===== config.mk =====
export PLATFORM = sky130hd
export DESIGN_NAME = beep_pattern_gen_flat
export DESIGN_NICKNAME = d
export VERILOG_FILES = /design/src/rtl/beep_pattern_gen_if.sv /design/src/rtl/beep_pattern_gen.sv /design/src/flat_wrapper.sv
export SDC_FILE = /design/constraint.sdc
export NUM_CORES = 1
export LEC_CHECK = 0
export ABC_AREA = 1
export CAP_MARGIN = 20
export CORE_MARGIN = 4
export CORE_UTILIZATION = 35
export DETAILED_ROUTE_END_ITERATION = 8
export SLEW_MARGIN = 20
export SYNTH_ARGS = -nofsm -noshare
export SYNTH_HDL_FRONTEND = slang
export SYNTH_SLANG_ARGS = --single-unit
export TNS_END_PERCENT = 50

===== constraint.sdc =====
create_clock -name clk -period 2.57 [get_ports clk]
set_input_delay 0.514 -clock clk [delete_from_list [all_inputs] [get_ports clk]]
set_output_delay 0.514 -clock clk [all_outputs]
set_load 0.005 [all_outputs]

===== src/rtl/beep_pattern_gen_if.sv =====
// Speaker-pattern bus: per-channel requests and pattern configuration in,
// speaker drive and ownership/status out.
interface beep_pattern_gen_if #(
  parameter int unsigned N_CH  = 4,
  parameter int unsigned DIV_W = 20,
  parameter int unsigned DUR_W = 16,
  parameter int unsigned REP_W = 8
);
  logic [N_CH-1:0]       req;
  logic [N_CH*DIV_W-1:0] tone_div;
  logic [N_CH*DUR_W-1:0] on_ms;
  logic [N_CH*DUR_W-1:0] off_ms;
  logic [N_CH*REP_W-1:0] reps;
  logic                  beep;
  logic                  active;
  logic [N_CH-1:0]       grant;
  logic [N_CH-1:0]       done;

  // Requesters drive patterns and observe the speaker status
  modport master (
    output req, tone_div, on_ms, off_ms, reps,
    input  beep, active, grant, done
  );

  // The generator consumes patterns and drives the speaker
  modport slave (
    input  req, tone_div, on_ms, off_ms, reps,
    output beep, active, grant, done
  );
endinterface


===== src/rtl/beep_pattern_gen.sv =====
// Multi-channel tone/cadence generator. A fixed-priority arbiter (channel 0
// highest) selects one requester whose latched pattern plays as a gated square
// wave on beep: ON (tone) / OFF (silence) phases repeated reps times, then a
// one-cycle done pulse. Optional macro BEEP_PREEMPT_EN lets a higher-priority
// eligible request take over the speaker from the current owner.
module beep_pattern_gen #(
  parameter int unsigned CLK_HZ = 100_000_000,
  parameter int unsigned N_CH   = 4,
  parameter int unsigned DIV_W  = 20,
  parameter int unsigned DUR_W  = 16,
  parameter int unsigned REP_W  = 8
) (
  input logic               clk,
  input logic               rst,
  beep_pattern_gen_if.slave bus
);
  localparam int unsigned TICK_CYC = CLK_HZ / 1000;
  localparam int unsigned PRE_W    = (TICK_CYC > 1) ? $clog2(TICK_CYC) : 1;
  localparam int unsigned IDX_W    = (N_CH > 1) ? $clog2(N_CH) : 1;
  localparam logic [PRE_W-1:0] PRE_LAST = PRE_W'(TICK_CYC - 1);

  localparam logic [1:0] ST_IDLE = 2'd0;
  localparam logic [1:0] ST_ON   = 2'd1;
  localparam logic [1:0] ST_OFF  = 2'd2;

  logic [1:0]       r_state;
  logic [IDX_W-1:0] r_owner;
  logic [N_CH-1:0]  r_grant;
  logic [N_CH-1:0]  r_done;
  logic [N_CH-1:0]  r_served;
  logic [DIV_W-1:0] r_div_m1;
  logic [DUR_W-1:0] r_on_m1;
  logic [DUR_W-1:0] r_off_m1;
  logic             r_off_zero;
  logic [REP_W-1:0] r_reps;
  logic [DIV_W-1:0] r_tone_cnt;
  logic             r_tone;
  logic [PRE_W-1:0] r_pre_cnt;
  logic [DUR_W-1:0] r_ms_cnt;
  logic [REP_W-1:0] r_rep_cnt;

  logic [N_CH-1:0]  w_elig;
  logic             w_any;
  logic [IDX_W-1:0] w_pick_idx;
  logic [N_CH-1:0]  w_pick_oh;
  logic [DIV_W-1:0] w_cfg_div;
  logic [DUR_W-1:0] w_cfg_on;
  logic [DUR_W-1:0] w_cfg_off;
  logic [REP_W-1:0] w_cfg_reps;
  logic             w_preempt;
  logic             w_accept;
  logic             w_abort;
  logic             w_ms_end;
  logic             w_on_end;
  logic             w_off_end;
  logic             w_rep_evt;
  logic [REP_W-1:0] w_rep_next;
  logic             w_finish;
  logic             w_done_set;

  assign w_elig = bus.req & ~r_served;

  // Lowest-index eligible requester wins
  always_comb begin
    w_any      = 1'b0;
    w_pick_idx = '0;
    for (int unsigned i = 0; i < N_CH; i++) begin
      if (w_elig[i] && !w_any) begin
        w_any      = 1'b1;
        w_pick_idx = IDX_W'(i);
      end
    end
    w_pick_oh             = '0;
    w_pick_oh[w_pick_idx] = w_any;
  end

  assign w_cfg_div  = bus.tone_div[w_pick_idx*DIV_W +: DIV_W];
  assign w_cfg_on   = bus.on_ms[w_pick_idx*DUR_W +: DUR_W];
  assign w_cfg_off  = bus.off_ms[w_pick_idx*DUR_W +: DUR_W];
  assign w_cfg_reps = bus.reps[w_pick_idx*REP_W +: REP_W];

`ifdef BEEP_PREEMPT_EN
  assign w_preempt = (r_state != ST_IDLE) && w_any && (w_pick_idx < r_owner);
`else
  assign w_preempt = 1'b0;
`endif

  assign w_accept   = ((r_state == ST_IDLE) && w_any) || w_preempt;
  assign w_abort    = (r_state != ST_IDLE) && !bus.req[r_owner];
  assign w_ms_end   = (r_pre_cnt == PRE_LAST);
  assign w_on_end   = (r_state == ST_ON)  && w_ms_end && (r_ms_cnt == r_on_m1);
  assign w_off_end  = (r_state == ST_OFF) && w_ms_end && (r_ms_cnt == r_off_m1);
  assign w_rep_evt  = (w_on_end && r_off_zero) || w_off_end;
  assign w_rep_next = (r_rep_cnt == '1) ? r_rep_cnt : r_rep_cnt + 1'b1;
  assign w_finish   = w_rep_evt && (r_reps != '0) && (w_rep_next == r_reps);
  assign w_done_set = w_finish && !w_accept && !w_abort;

  // Pattern FSM, tone divider, ms prescaler and repeat counter
  always_ff @(posedge clk) begin
    if (rst) begin
      r_state    <= ST_IDLE;
      r_owner    <= '0;
      r_grant    <= '0;
      r_done     <= '0;
      r_div_m1   <= '0;
      r_on_m1    <= '0;
      r_off_m1   <= '0;
      r_off_zero <= 1'b0;
      r_reps     <= '0;
      r_tone_cnt <= '0;
      r_tone     <= 1'b0;
      r_pre_cnt  <= '0;
      r_ms_cnt   <= '0;
      r_rep_cnt  <= '0;
    end else begin
      r_done <= '0;
      if (w_accept) begin
        r_state    <= ST_ON;
        r_owner    <= w_pick_idx;
        r_grant    <= w_pick_oh;
        r_div_m1   <= (w_cfg_div == '0) ? '0 : w_cfg_div - 1'b1;
        r_on_m1    <= (w_cfg_on == '0) ? '0 : w_cfg_on - 1'b1;
        r_off_m1   <= w_cfg_off - 1'b1;
        r_off_zero <= (w_cfg_off == '0);
        r_reps     <= w_cfg_reps;
        r_tone     <= 1'b1;
        r_tone_cnt <= '0;
        r_pre_cnt  <= '0;
        r_ms_cnt   <= '0;
        r_rep_cnt  <= '0;
      end else if (w_abort || w_finish) begin
        r_state    <= ST_IDLE;
        r_grant    <= '0;
        r_tone     <= 1'b0;
        r_tone_cnt <= '0;
        r_pre_cnt  <= '0;
        r_ms_cnt   <= '0;
        r_rep_cnt  <= '0;
        if (w_done_set) r_done <= r_grant;
      end else if (r_state == ST_ON) begin
        if (r_tone_cnt == r_div_m1) begin
          r_tone_cnt <= '0;
          r_tone     <= ~r_tone;
        end else begin
          r_tone_cnt <= r_tone_cnt + 1'b1;
        end
        // With no OFF phase the tone keeps running across reps so the
        // continuous case has no phase glitch at rep boundaries.
        if (w_on_end) begin
          r_pre_cnt <= '0;
          r_ms_cnt  <= '0;
          if (r_off_zero) r_rep_cnt <= w_rep_next;
          else            r_state   <= ST_OFF;
        end else if (w_ms_end) begin
          r_pre_cnt <= '0;
          r_ms_cnt  <= r_ms_cnt + 1'b1;
        end else begin
          r_pre_cnt <= r_pre_cnt + 1'b1;
        end
      end else if (r_state == ST_OFF) begin
        if (w_off_end) begin
          r_state    <= ST_ON;
          r_tone     <= 1'b1;
          r_tone_cnt <= '0;
          r_pre_cnt  <= '0;
          r_ms_cnt   <= '0;
          r_rep_cnt  <= w_rep_next;
        end else if (w_ms_end) begin
          r_pre_cnt <= '0;
          r_ms_cnt  <= r_ms_cnt + 1'b1;
        end else begin
          r_pre_cnt <= r_pre_cnt + 1'b1;
        end
      end
    end
  end

  // Served bits block replay of a held request; cleared when req drops
  always_ff @(posedge clk) begin
    if (rst) r_served <= '0;
    else     r_served <= (r_served & bus.req) | (w_done_set ? r_grant : '0);
  end

  assign bus.beep   = (r_state == ST_ON) && r_tone;
  assign bus.active = (r_state != ST_IDLE);
  assign bus.grant  = r_grant;
  assign bus.done   = r_done;
endmodule

===== src/flat_wrapper.sv =====
// flat-port wrapper written by rule: the top's interface ports become plain ports
module beep_pattern_gen_flat 
#(
  parameter int unsigned CLK_HZ = 100_000_000,
  parameter int unsigned N_CH   = 4,
  parameter int unsigned DIV_W  = 20,
  parameter int unsigned DUR_W  = 16,
  parameter int unsigned REP_W  = 8
)
  (clk, rst, bus_req, bus_tone_div, bus_on_ms, bus_off_ms, bus_reps, bus_beep, bus_active, bus_grant, bus_done);
  beep_pattern_gen_if #(.N_CH(N_CH), .DIV_W(DIV_W), .DUR_W(DUR_W), .REP_W(REP_W)) bus_i ();
  input logic clk;
  input logic rst;
  input wire logic [$bits(bus_i.req)-1:0] bus_req;
  input wire logic [$bits(bus_i.tone_div)-1:0] bus_tone_div;
  input wire logic [$bits(bus_i.on_ms)-1:0] bus_on_ms;
  input wire logic [$bits(bus_i.off_ms)-1:0] bus_off_ms;
  input wire logic [$bits(bus_i.reps)-1:0] bus_reps;
  output wire logic [$bits(bus_i.beep)-1:0] bus_beep;
  output wire logic [$bits(bus_i.active)-1:0] bus_active;
  output wire logic [$bits(bus_i.grant)-1:0] bus_grant;
  output wire logic [$bits(bus_i.done)-1:0] bus_done;
  assign bus_i.req = bus_req;
  assign bus_i.tone_div = bus_tone_div;
  assign bus_i.on_ms = bus_on_ms;
  assign bus_i.off_ms = bus_off_ms;
  assign bus_i.reps = bus_reps;
  assign bus_beep = bus_i.beep;
  assign bus_active = bus_i.active;
  assign bus_grant = bus_i.grant;
  assign bus_done = bus_i.done;
  beep_pattern_gen #(.CLK_HZ(CLK_HZ), .N_CH(N_CH), .DIV_W(DIV_W), .DUR_W(DUR_W), .REP_W(REP_W)) u_core (.clk(clk), .rst(rst), .bus(bus_i));
endmodule

=== Word-level counts from Yosys, hierarchy flattened ===
Index checks and enable logic that the tools add are counted.

* Add/sub/neg operators: 7
* Multipliers: 1
* Order comparisons: 3
* Eq/ne operators: 14
* Shift-type cells: 4
* Mux-type cells: 49
* Bitwise operators: 7
* Reduce and logical (&&, ||, !) cells: 42

{| class="wikitable"
|+ Operators with widths
! kind !! number
|-
| variable part select 64 x 7 -> 16 bit || 2
|-
| 2-to-1 mux 20 bit || 5
|-
| 2-to-1 mux 16 bit || 6
|-
| 2-to-1 mux 17 bit || 5
|-
| variable part select 80 x 8 -> 20 bit || 1
|-
| 2-to-1 mux 8 bit || 6
|-
| == test 16 bit || 2
|-
| zero test 16 bit || 2
|-
| variable part select 32 x 6 -> 8 bit || 1
|-
| subtractor 16 x 1 -> 16 bit, second input constant || 2
|-
| adder 20 x 1 -> 20 bit, second input constant || 1
|-
| == test 20 bit || 1
|-
| zero test 20 bit || 1
|-
| subtractor 20 x 1 -> 20 bit, second input constant || 1
|-
| adder 17 x 1 -> 17 bit, second input constant || 1
|-
| == test 17 bit, second input constant || 1
|-
| adder 16 x 1 -> 16 bit, second input constant || 1
|-
| logical AND 1 bit || 16
|-
| 2-to-1 mux 1 bit || 15
|-
| 2-to-1 mux 2 bit || 7
|-
| bitwise AND 4 bit || 3
|-
| 2-to-1 mux 4 bit || 3
|-
| AND reduction 4 bit || 3
|-
| adder 8 x 1 -> 8 bit, second input constant || 1
|-
| 25 further kinds || 40
|}

* Register bits after elaboration: 139
* Bits of input ports: 246
* Output and inout port bits: 10
* Logic and storage cells: 143

=== Logic depth before layout (Yosys ltp) ===
Gate-level depths: netlist of the first run.

* Depth after elaboration: 18
* Gate-level depth with buffers: 19

=== Worst setup path before layout of the first run ===
Ideal clock, no wire load.

* Path type: input -> register
* Start point: input bus_req[2]
* End point: register u_core.r_div_m1[12]
* Setup time: 113 ps
* Arrival: 2,249 ps
* Required time: 2,457 ps
* Setup slack: 208 ps
* Stages: 16
* Buffers on the path: 3
* Cells stage by stage: nand2_2 -> nand4_4 -> nand2_4 -> buf_6 -> buf_6 -> nand2_1 -> a21oi_4 -> ha_1 -> nand3_1 -> nor2_1 -> nand3_1 -> nor2_1 -> nor2_2 -> buf_6 -> nand3_1 -> nand2_1

* Cells in the longest elaborated chain, start to end: 10

{| class="wikitable"
|+ Ends and longest elaborated chain
! what !! line !! source
|-
| start: declaration || flat_wrapper.sv:14 || <nowiki>input wire logic [$bits(bus_i.req)-1:0] bus_req;</nowiki>
|-
| bitwise AND 4 bit (*) || beep_pattern_gen.sv:61 || <nowiki>assign w_elig = bus.req & ~r_served;</nowiki>
|-
| logical AND 1 bit (*) || beep_pattern_gen.sv:68 || <nowiki>if (w_elig[i] && !w_any) begin</nowiki>
|-
| 2-to-1 mux 1 bit || beep_pattern_gen.sv:68 ||
|-
| zero test 1 bit || beep_pattern_gen.sv:68 ||
|-
| logical AND 1 bit || beep_pattern_gen.sv:68 ||
|-
| 2-to-1 mux 2 bit || beep_pattern_gen.sv:68 ||
|-
| multiplier 2 x 3 -> 5 bit || beep_pattern_gen.sv:77 || <nowiki>assign w_cfg_div = bus.tone_div[w_pick_idx*DIV_W +: DIV_W];</nowiki>
|-
| variable part select 80 x 8 -> 20 bit || beep_pattern_gen.sv:77 ||
|-
| subtractor 20 x 1 -> 20 bit / zero test 20 bit (equally long branches) || beep_pattern_gen.sv:121 || <nowiki>r_div_m1 <= (w_cfg_div == '0) ? '0 : w_cfg_div - 1'b1;</nowiki>
|-
| 2-to-1 mux 20 bit || beep_pattern_gen.sv:121 ||
|-
| end signal: assignment || beep_pattern_gen.sv:121 ||
|-
| end: declaration || beep_pattern_gen.sv:31 || <nowiki>logic [DIV_W-1:0] r_div_m1;</nowiki>
|}

Every way passes the cells marked *; elsewhere a longest branch is shown, timed or not.
A chain may end at the register's enable or synchronous reset.

=== Worst setup path in the final report of the first run ===
* Start point: register u_core.r_served[1]
* End point: register u_core.r_off_m1[5]

* Cells in the longest elaborated chain, start to end: 12

{| class="wikitable"
|+ Ends and longest elaborated chain
! what !! line !! source
|-
| start: declaration || beep_pattern_gen.sv:30 || <nowiki>logic [N_CH-1:0] r_served;</nowiki>
|-
| start signal: assignment || beep_pattern_gen.sv:181 || <nowiki>else r_served <= (r_served & bus.req) | (w_done_set ? r_grant : '0);</nowiki>
|-
| inverter 4 bit (*) || beep_pattern_gen.sv:61 ||
|-
| bitwise AND 4 bit (*) || beep_pattern_gen.sv:61 ||
|-
| logical AND 1 bit (*) || beep_pattern_gen.sv:68 ||
|-
| 2-to-1 mux 1 bit || beep_pattern_gen.sv:68 ||
|-
| zero test 1 bit || beep_pattern_gen.sv:68 ||
|-
| logical AND 1 bit || beep_pattern_gen.sv:68 ||
|-
| 2-to-1 mux 1 bit || beep_pattern_gen.sv:68 ||
|-
| zero test 1 bit || beep_pattern_gen.sv:68 ||
|-
| logical AND 1 bit || beep_pattern_gen.sv:68 ||
|-
| 2-to-1 mux 2 bit || beep_pattern_gen.sv:68 ||
|-
| variable part select 64 x 7 -> 16 bit || beep_pattern_gen.sv:79 || <nowiki>assign w_cfg_off = bus.off_ms[w_pick_idx*DUR_W +: DUR_W];</nowiki>
|-
| subtractor 16 x 1 -> 16 bit || beep_pattern_gen.sv:123 || <nowiki>r_off_m1 <= w_cfg_off - 1'b1;</nowiki>
|-
| end signal: assignment || beep_pattern_gen.sv:123 ||
|-
| end: declaration || beep_pattern_gen.sv:33 || <nowiki>logic [DUR_W-1:0] r_off_m1;</nowiki>
|}

Marked as above.

==> results of run 1 <==
==> how the worst max path moves through the flow <==
stage                                  start             endpoint  slack, ns  depth (start not counted)
after detailed placement          bus_req[1]  u_core.r_div_m1[16]      -0.54                         18
after floorplan                   bus_req[2]  u_core.r_div_m1[12]       0.21                         16
after CTS                         bus_req[0]  u_core.r_div_m1[16]      0.007                         16
final                     u_core.r_served[1]   u_core.r_off_m1[5]       0.15                         14
after global routing      u_core.r_served[3]    u_core.r_on_m1[8]      -0.01                         18
after global placement            bus_req[2]  u_core.r_off_m1[15]      -0.49                         17
==> metrics by stage <==
stage               std cells  hold WS, ns  TNS, ns
floorplan                2049        0.426        0
global placement         2867        0.445   -19.51
detailed placement       2867        0.453   -22.66
CTS                      2900        0.465        0
global route             2920        0.488  -0.0393
finish                   2920        0.465        0
==> cells by family (layout without fill, tap and decap cells) <==
| kind of cell | count (synthesis) | count (layout) | synth area share [%] |
|---|---|---|---|
| AOI/OAI and AO/OA | 168 | 168 | 8.55 |
| xor gates and xnor gates | 80 | 80 | 5.92 |
| adders and majority gates | 13 | 13 | 1.38 |
| buffers and inverters | 325 | 747 | 11.7 |
| DFF | 139 | 139 | 23.5 |
| and+or+nand+nor | 1324 | 1325 | 48.9 |
==> cells in the mapped netlist, drive strengths merged <==
library cell,number,share of area [%]
nand4,47,2.6
nand3b,21,1.3
a31oi,1,0.053
o21ai,78,3.4
nand3,249,11
ha,13,1.4
and2,3,0.16
nor4,12,0.63
clkbuf,24,0.78
o32ai,1,0.074
nor3b,2,0.17
inv,241,7.6
nor3,68,2.9
a221oi,12,0.89
or2,12,0.63
a21o,1,0.063
a22oi,3,0.19
and3,1,0.053
xnor2,26,1.9
nand2,654,21
o211ai,2,0.13
o21bai,7,0.44
o22a,1,0.074
clkinv,4,0.13
dfxtp,139,24
buf,56,3.2
o22ai,9,0.48
a211oi,2,0.13
nor2,255,8.6
a21oi,51,2.7
xor2,54,4.0
==> per-layer routing <==
layer / global-route usage (%) / vias to the layer above / part of all wire [%]
li1: - / 7375 / -
met1: 33.2 / 6528 / 46
met2: 38.3 / 468 / 45
met3: 3.80 / 68 / 6.3
met4: 5.75 / 2 / 2.1
met5: 0 / - / 0.028
==> flip-flops by register name, indices dropped and copies added, names as in the netlist <==
| register | count |
|---|---|
| u_core.r_off_m1 | 16 |
| u_core.r_tone_cnt | 20 |
| u_core.r_owner | 2 |
| u_core.r_off_zero | 1 |
| u_core.r_div_m1 | 20 |
| u_core.r_rep_cnt | 8 |
| u_core.r_ms_cnt | 16 |
| u_core.r_reps | 8 |
| u_core.r_state | 2 |
| u_core.bus.done | 4 |
| u_core.r_on_m1 | 16 |
| u_core.r_tone | 1 |
| u_core.r_pre_cnt | 17 |
| u_core.r_served | 4 |
| u_core.bus.grant | 4 |
==> layout make-up <==
class,instances,area (um2)
tap,448,561
inverter,245,925
timing repair buffer,470,4580
multi-input combinational,1586,7870
fill,3403,16100
sequential,139,2780
clock buffer,17,425
clock inverter,15,174
==> power groups by stage <==
stage               logic [mW]  registers, mW  clock network, mW
finish                    4.30           2.74               2.52
floorplan                 2.37           2.69                  0
global route              4.79           2.79               2.67
CTS                       4.09           2.73               2.58
global placement          4.04           2.77                  0
detailed placement        4.05           2.78                  0
==> worst max-delay path: stages (launching register included) <==
cell	delay (ns)
sky130_fd_sc_hd__dfxtp_1	0.39
sky130_fd_sc_hd__inv_2	0.05
sky130_fd_sc_hd__nand2_2	0.08
sky130_fd_sc_hd__nand4_4	0.19
sky130_fd_sc_hd__nand2_8	0.13
sky130_fd_sc_hd__buf_12	0.14
sky130_fd_sc_hd__buf_6	0.13
sky130_fd_sc_hd__buf_4	0.11
sky130_fd_sc_hd__nand2_1	0.05
sky130_fd_sc_hd__a21oi_2	0.19
sky130_fd_sc_hd__nand3_1	0.19
sky130_fd_sc_hd__buf_4	0.19
sky130_fd_sc_hd__o21ai_0	0.21
sky130_fd_sc_hd__nand3_1	0.16
sky130_fd_sc_hd__o21ai_0	0.11
==> placed cells by master (no fill, tap or decap), types with 5 or more instances in the layout <==
master and instances:
sky130_fd_sc_hd__nand2_1 629, sky130_fd_sc_hd__clkbuf_16 25, sky130_fd_sc_hd__a221oi_1 12, sky130_fd_sc_hd__clkinvlp_4 5
sky130_fd_sc_hd__nand3_1 242, sky130_fd_sc_hd__nor2_1 226, sky130_fd_sc_hd__ha_1 9, sky130_fd_sc_hd__xor2_1 51
sky130_fd_sc_hd__inv_2 12, sky130_fd_sc_hd__o22ai_1 9, sky130_fd_sc_hd__inv_1 228, sky130_fd_sc_hd__o21ai_0 62
sky130_fd_sc_hd__buf_12 17, sky130_fd_sc_hd__dfxtp_1 138, sky130_fd_sc_hd__a21oi_2 8, sky130_fd_sc_hd__or2_2 11
sky130_fd_sc_hd__nand3_2 6, sky130_fd_sc_hd__o21ai_1 14, sky130_fd_sc_hd__nand2_2 20, sky130_fd_sc_hd__nand4_1 46
sky130_fd_sc_hd__buf_4 185, sky130_fd_sc_hd__xnor2_1 26, sky130_fd_sc_hd__a21oi_1 39, sky130_fd_sc_hd__nor2_2 23
sky130_fd_sc_hd__nor2_4 7, sky130_fd_sc_hd__nand3b_1 21, sky130_fd_sc_hd__nor4_1 12, sky130_fd_sc_hd__clkdlybuf4s50_1 251
sky130_fd_sc_hd__nor3_1 66, sky130_fd_sc_hd__o21bai_1 7
==> what timing repair did <==
item                                    CTS  global route
hold buffers                              0             0
endpoints found under the setup margin   31           114
pin swaps                                 1            19
gates resized for setup                   6            62
cloned                                    1             9
setup buffers                             0            11
endpoints found under the hold margin     0             0
==> results.txt, run 1 <==
- Clk buf depth: 2
- Int Pwr: 5.90 mW
- Relative slew slack: 70.1%
- In this run the worst path has a maximum fanout of 7.
- Data on the critical path is required at its endpoint by 2.91 ns.
- The core region is 33400 um2.
* Setup ws final: 0.147 ns
- Cell area after placement: 16100 um2
- Clock Skews: 0.0148 ns
- Cells with a size suffix above 1 make up 14.6% of the layout.
* Number of hold violations in the final report: 0
* Final critical delay including setup and external delays: 2.42 ns
* Area added between synthesis and finish: 46.4%
* Average footprint of a synthesized cell: 5.77 um2
- Number of optimization iterations in the first detailed-route pass: 7
- P_sw: 3.67 mW
- The endpoint identified for the worst register-to-register timing path is u_core.r_off_m1[5].
* # clock sinks: 139
- Clock latency on the worst-skew pair, taken at its later pin, is 0.43 ns.
- CTS Buf Count: 17
- Power spread over the standard cell area amounts to 553 nW/um2.
- In the synthesized netlist, the number of instances is 2049.
- When the netlist entered floorplanning its net count stood at 2308.
- Number of violations reported at the end of detailed-routing iteration 0: 1137
- After detailed routing, the number of remaining DRC violations is 0.
- STA classifies the critical path startpoint as a register.
- Die height: 192 um
- After detailed routing, the average wire length per cell comes to 15.7 um.
- Number of nets in the finished design: 2718
- In this run, the combinational gates consume 45.0% of the power.
- CTS built an H-tree with a depth of 4.
- Critical Path AT: 2.77 ns
* Total length of routed wires: 45800 um
- RR Startpoint: u_core.r_served[1]
- TritonCTS built the clock tree.
* Synth Warn #: 0
- First-pass GRT wire length: 71100 um
* Final setup vio count: 0
- At the end of the flow the core is filled with cells to 51.8%.
- In this run the tool buffered the top-level ports with 255 buffer cells.
* Remaining Overflow, GRT: 0
- Worst hold endpoint: u_core.r_served[0]
* Gp weighted congestion: 0.927
- Origin of the worst min-delay path: u_core.r_served[0]
- Min-Delay Path Depth: 2
- Synthesis inferred 139 register bits.
- Sequential cells account for 28.7% of the total power.
* Antenna violations before repair: 1
- Post-route design area: 17300 um2
* Final slew viol count: 0
* Hpwl dp: 36100 um
- Global routing consumed, over all layers together, 23.7% of the routing resources.
- OpenSTA, run right after detailed placement, puts the worst setup slack at -0.536 ns.
- After synthesis the cells add up to 11800 um2.
- Total power for the finished layout comes to 9.57 mW.
- Post-DRT Antenna Nets: 0
* Hold Path Class: register to register
- After clock tree synthesis, the clock-pin slew on the worst setup and hold paths is 0.07 ns.
* Part of the power in the clock network: 26.3%
- Antenna diodes: 0
* Peak supply drop: 0.484 mV
* Area enclosed by the die boundary: 36800 um2
* Crit Path Category: register to register
- Achievable Freq: 0.413 GHz
* Run status: finished, final reports clean
* Starting utilization of the core area: 35.4%
- Number of global-route vias before repair: 13727
- Sequential fraction of the synthesis area: 23.5%
- Largest net degree at the start of global routing: 68
* CP Capture Type: register
- DR vias/cell: 4.95
- Number of standard-cell rows in the floorplan: 67
- Number of violations of the max-capacitance limit: 0
- In this run the clock root is driven by a sky130_fd_sc_hd__clkbuf_16.
- Register-to-register setup slack: 0.15 ns
- Switching power share of the total: 38.3%
- Detailed routing inserted a total of 14441 vias.
* Length in cells of the worst reg-to-reg path: 14
- Of the available clock period, the critical path in the final layout requires 94.3%.
- The netlist uses 49 different library cells.
- Actual transition at the worst max-transition pin: 0.445 ns
- Die boundary width: 192 um
* P_leak: 7.91 nW
- Number of top-level pins: 256
No activity file was read; power rests on OpenSTA's default activity.
==> run 2: changes to the inputs <==
- PLACE_DENSITY_LB_ADDON: default -> 0.12
==> run 2 against run 1 <==
Sequential power about the same. Flip-flop and latch count is the same. Critical path type is now register to output port. Clock power increased by 2%. Power up 0.26%. Largest cell class unchanged. Via count down 0.53%. Clock skew decreased by 0.0045 ns. Final area shrank 1.7%. Critical path depth decreased by 8.
==> results.txt, run 2 (synthesis gave the netlist of run 1 again) <==
- Run status: finished, final reports clean (unchanged).
- Setup ws final: 0.0981 ns (was 0.147 ns)
- Source-to-sink clock delay at the later pin of the worst-skew pair: 0.43 ns (about the same)
* Largest registers: u_core.r_div_m1: 20 flops, u_core.r_tone_cnt: 20 flops, u_core.r_pre_cnt: 17 flops (unchanged)
* Final cycle utilization of the critical path: 96.2% (was 94.3%)
- The share of power burned in combinational logic came to 44.6% (was 45.0%).
- Worst hold slack: 0.455 ns (was 0.465 ns)
* Number of I/O port buffers: 255 (unchanged)
- The row count was 67 (unchanged).
- The overall power consumption came to 9.59 mW (was 9.57 mW).
- Hpwl dp: 38500 um (was 36100 um)
- The total via count in the routed design is 14364 (was 14441).
* Final Core Density: 50.9% (was 51.8%)
- Area of the core: 33400 um2 (unchanged)
* Terminus of the critical flop-to-flop path: u_core.r_on_m1[3] (was u_core.r_off_m1[5])
- Clock Skews: 0.0103 ns (was 0.0148 ns)
* Sequential power share: 28.7% (about the same)
* Number of hold violations in the final report: 0 (unchanged)
* Setup TNS: 0 ns (unchanged)
- Int Pwr: 5.93 mW (was 5.90 mW)
* Number of optimization iterations in the first detailed-route pass: 5 (was 7)
- Top library cells by usage in the layout, fill and taps aside: sky130_fd_sc_hd__nand2_1 (639), sky130_fd_sc_hd__clkdlybuf4s50_1 (251), sky130_fd_sc_hd__nand3_1 (244) (was sky130_fd_sc_hd__nand2_1 (629), sky130_fd_sc_hd__clkdlybuf4s50_1 (251), sky130_fd_sc_hd__nand3_1 (242))
- Starting utilization of the core area: 35.4% (unchanged)
- The first-pass GRT wire length is 73400 um (was 71100 um).
- The average vias per placed instance came to 4.94 (was 4.95).
- The worst endpoint required time is 2.06 ns (was 2.91 ns).
- The sum of overflow across all layers after global routing was 0 (unchanged).
* Die height: 192 um (unchanged)
* CTS Buf Count: 17 (unchanged)
* Number of violations of the max-capacitance limit: 0 (unchanged)
- The initial antenna violation count was 3 (was 1).
- The final cell count without fillers is 2910 (was 2920).
* Register Area: 2790 um2 (was 2780 um2)
- # clock sinks: 139 (unchanged)
- Clk buf depth: 2 (unchanged)
* Crit Path Category: register to output port (was register to register)
* RR Startpoint: u_core.r_served[0] (was u_core.r_served[1])
- The setup slack after placement was -0.514 ns (was -0.536 ns).
- Total length of routed wires: 47500 um (was 45800 um)
- The area of combinational cells with multiple inputs was 7810 um2 (was 7870 um2).
- Final critical delay including setup and external delays: 2.47 ns (was 2.42 ns)
* CP Capture Type: output port (was register)
* Worst hold endpoint: u_core.r_on_m1[9] (was u_core.r_served[0])
- The number of nets in the final layout came to 2706 (was 2718).
- The most common library cell in the layout ignoring fill and taps was sky130_fd_sc_hd__nand2_1 (unchanged).
* Power density over the cells: 563 nW/um2 (was 553 nW/um2)
- The final RePlAce weighted congestion is 0.927 (about the same).
* Number of global-route vias before repair: 13628 (was 13727)
- The H-tree depth reported by CTS was 4 (unchanged).
* Post-route DRC: 0 (unchanged)
- Area enclosed by the die boundary: 36800 um2 (unchanged)
* Largest net degree at the start of global routing: 41 (was 68)
- TritonCTS clock tree: built (unchanged)
* Number of top-level pins: 256 (unchanged)
* Final setup vio count: 0 (unchanged)
- The max-slew violation total from the final report is 0 (unchanged).
* Length in cells of the worst reg-to-reg path: 15 (was 14)
* CTS Root Buffer Type: sky130_fd_sc_hd__clkbuf_16 (unchanged)
- The static leakage power came to 7.79 nW (was 7.91 nW).
- The overall routing resource usage is 25.2% (was 23.7%).
* Dpl cells: 2860 (was 2867)
- Fraction of layout cells with a size suffix above 1: 13.3% (was 14.6%)
- Switching power share of the total: 38.2% (was 38.3%)
- Min-Delay Path Depth: 2 (unchanged)
* Origin of the worst min-delay path: u_core.r_on_m1[9] (was u_core.r_served[0])
- The headroom to the max-slew limit was 70.7% (was 70.1%).
* Register-to-register setup slack: 0.12 ns (was 0.15 ns)
- The count of hold-fix buffers inserted at cts is 0 (unchanged).
* Cell area after placement: 16000 um2 (was 16100 um2)
- The highest attainable clock frequency was 0.405 GHz (was 0.413 GHz).
* Number of violations reported at the end of detailed-routing iteration 0: 989 (was 1137)
- The switching power total came to 3.66 mW (was 3.67 mW).
- The largest fanout on the critical path came to 5 (was 7).
- The highest ir drop seen on vdd came to 0.401 mV (was 0.484 mV).
- The type of the tightest min-delay check is register to register (unchanged).
- The sort of element at the start of the critical path was a register (unchanged).
- Filler Cells Inserted: 3510 (was 3403)
- Routed wire per std cell: 16.3 um (was 15.7 um)
* Actual transition at the worst max-transition pin: 0.438 ns (was 0.445 ns)
- The clock transition at the registers of the reported paths came to 0.06 ns (was 0.07 ns).
* Post-DRT Antenna Nets: 0 (unchanged)
- Area added between synthesis and finish: 43.9% (was 46.4%)
* Die boundary width: 192 um (unchanged)
- The critical path arrival was 1.96 ns (was 2.77 ns).
- The post-layout instance area is 17000 um2 (was 17300 um2).
- Part of the power in the clock network: 26.7% (was 26.3%)
run 2: worst max path at each step:
stage	startpoint	to	slack [ns]	depth (start not counted)
floorplan	bus_req[2]	u_core.r_div_m1[12]	0.21	16
global placement	bus_req[3]	u_core.r_div_m1[7]	-0.50	15
detailed placement	bus_req[3]	u_core.r_div_m1[7]	-0.51	15
CTS	bus_req[2]	u_core.r_on_m1[9]	0.02	17
global route	u_core.r_served[1]	u_core.r_on_m1[4]	-0.003	15
finish	u_core.r_state[1]	bus_beep	0.1	6
run 2: power groups by stage:
| stage | clock, mW | sequential (mW) | combinational [mW] |
|---|---|---|---|
| floorplan | 0 | 2.69 | 2.37 |
| CTS | 2.61 | 2.75 | 4.23 |
| finish | 2.56 | 2.76 | 4.28 |
| global placement | 0 | 2.79 | 4.15 |
| detailed placement | 0 | 2.79 | 4.17 |
| global route | 2.70 | 2.80 | 4.74 |
run 2: layout make-up:
type,count,area share (%)
Sequential cell,139,16.4
Clock buffer,22,2.73
Antenna cell,2,0.0294
Clock inverter,10,0.823
Timing Repair Buffer,457,25.5
Inverter,245,5.42
Tap cell,448,3.29
Multi-Input combinational cell,1587,45.9
run 2: critical path: stages, from the launching register on:
cell                              delay [ns]
sky130_fd_sc_hd__dfxtp_1                0.33
sky130_fd_sc_hd__inv_1                  0.10
sky130_fd_sc_hd__ha_1                   0.27
sky130_fd_sc_hd__buf_4                  0.19
sky130_fd_sc_hd__nand2_1                0.05
sky130_fd_sc_hd__inv_1                  0.09
sky130_fd_sc_hd__clkdlybuf4s50_1        0.51
run 2: what timing repair did:
action | CTS | global route
setup endpoints to repair | 16 | 111
pin swaps | 9 | 13
gates resized for setup | 19 | 26
gates cloned | 4 | 1
buffers inserted | 5 | 6
run 2: per-layer routing:
layer | routed length [um] | up-vias | share of wire (%) | track usage [%]
met5 | 0 | - | 0 | 0
met4 | 769 | 0 | 1.6 | 5.88
met3 | 3150 | 43 | 6.6 | 4.74
met2 | 21500 | 469 | 45 | 40.5
met1 | 22100 | 6486 | 46 | 34.9
li1 | - | 7366 | - | -
==> run 3: changes to the inputs <==
- SLEW_MARGIN: 20 -> 5
==> results of run 3 <==
Final layout, timing and power as in run 2 (identical DEF).
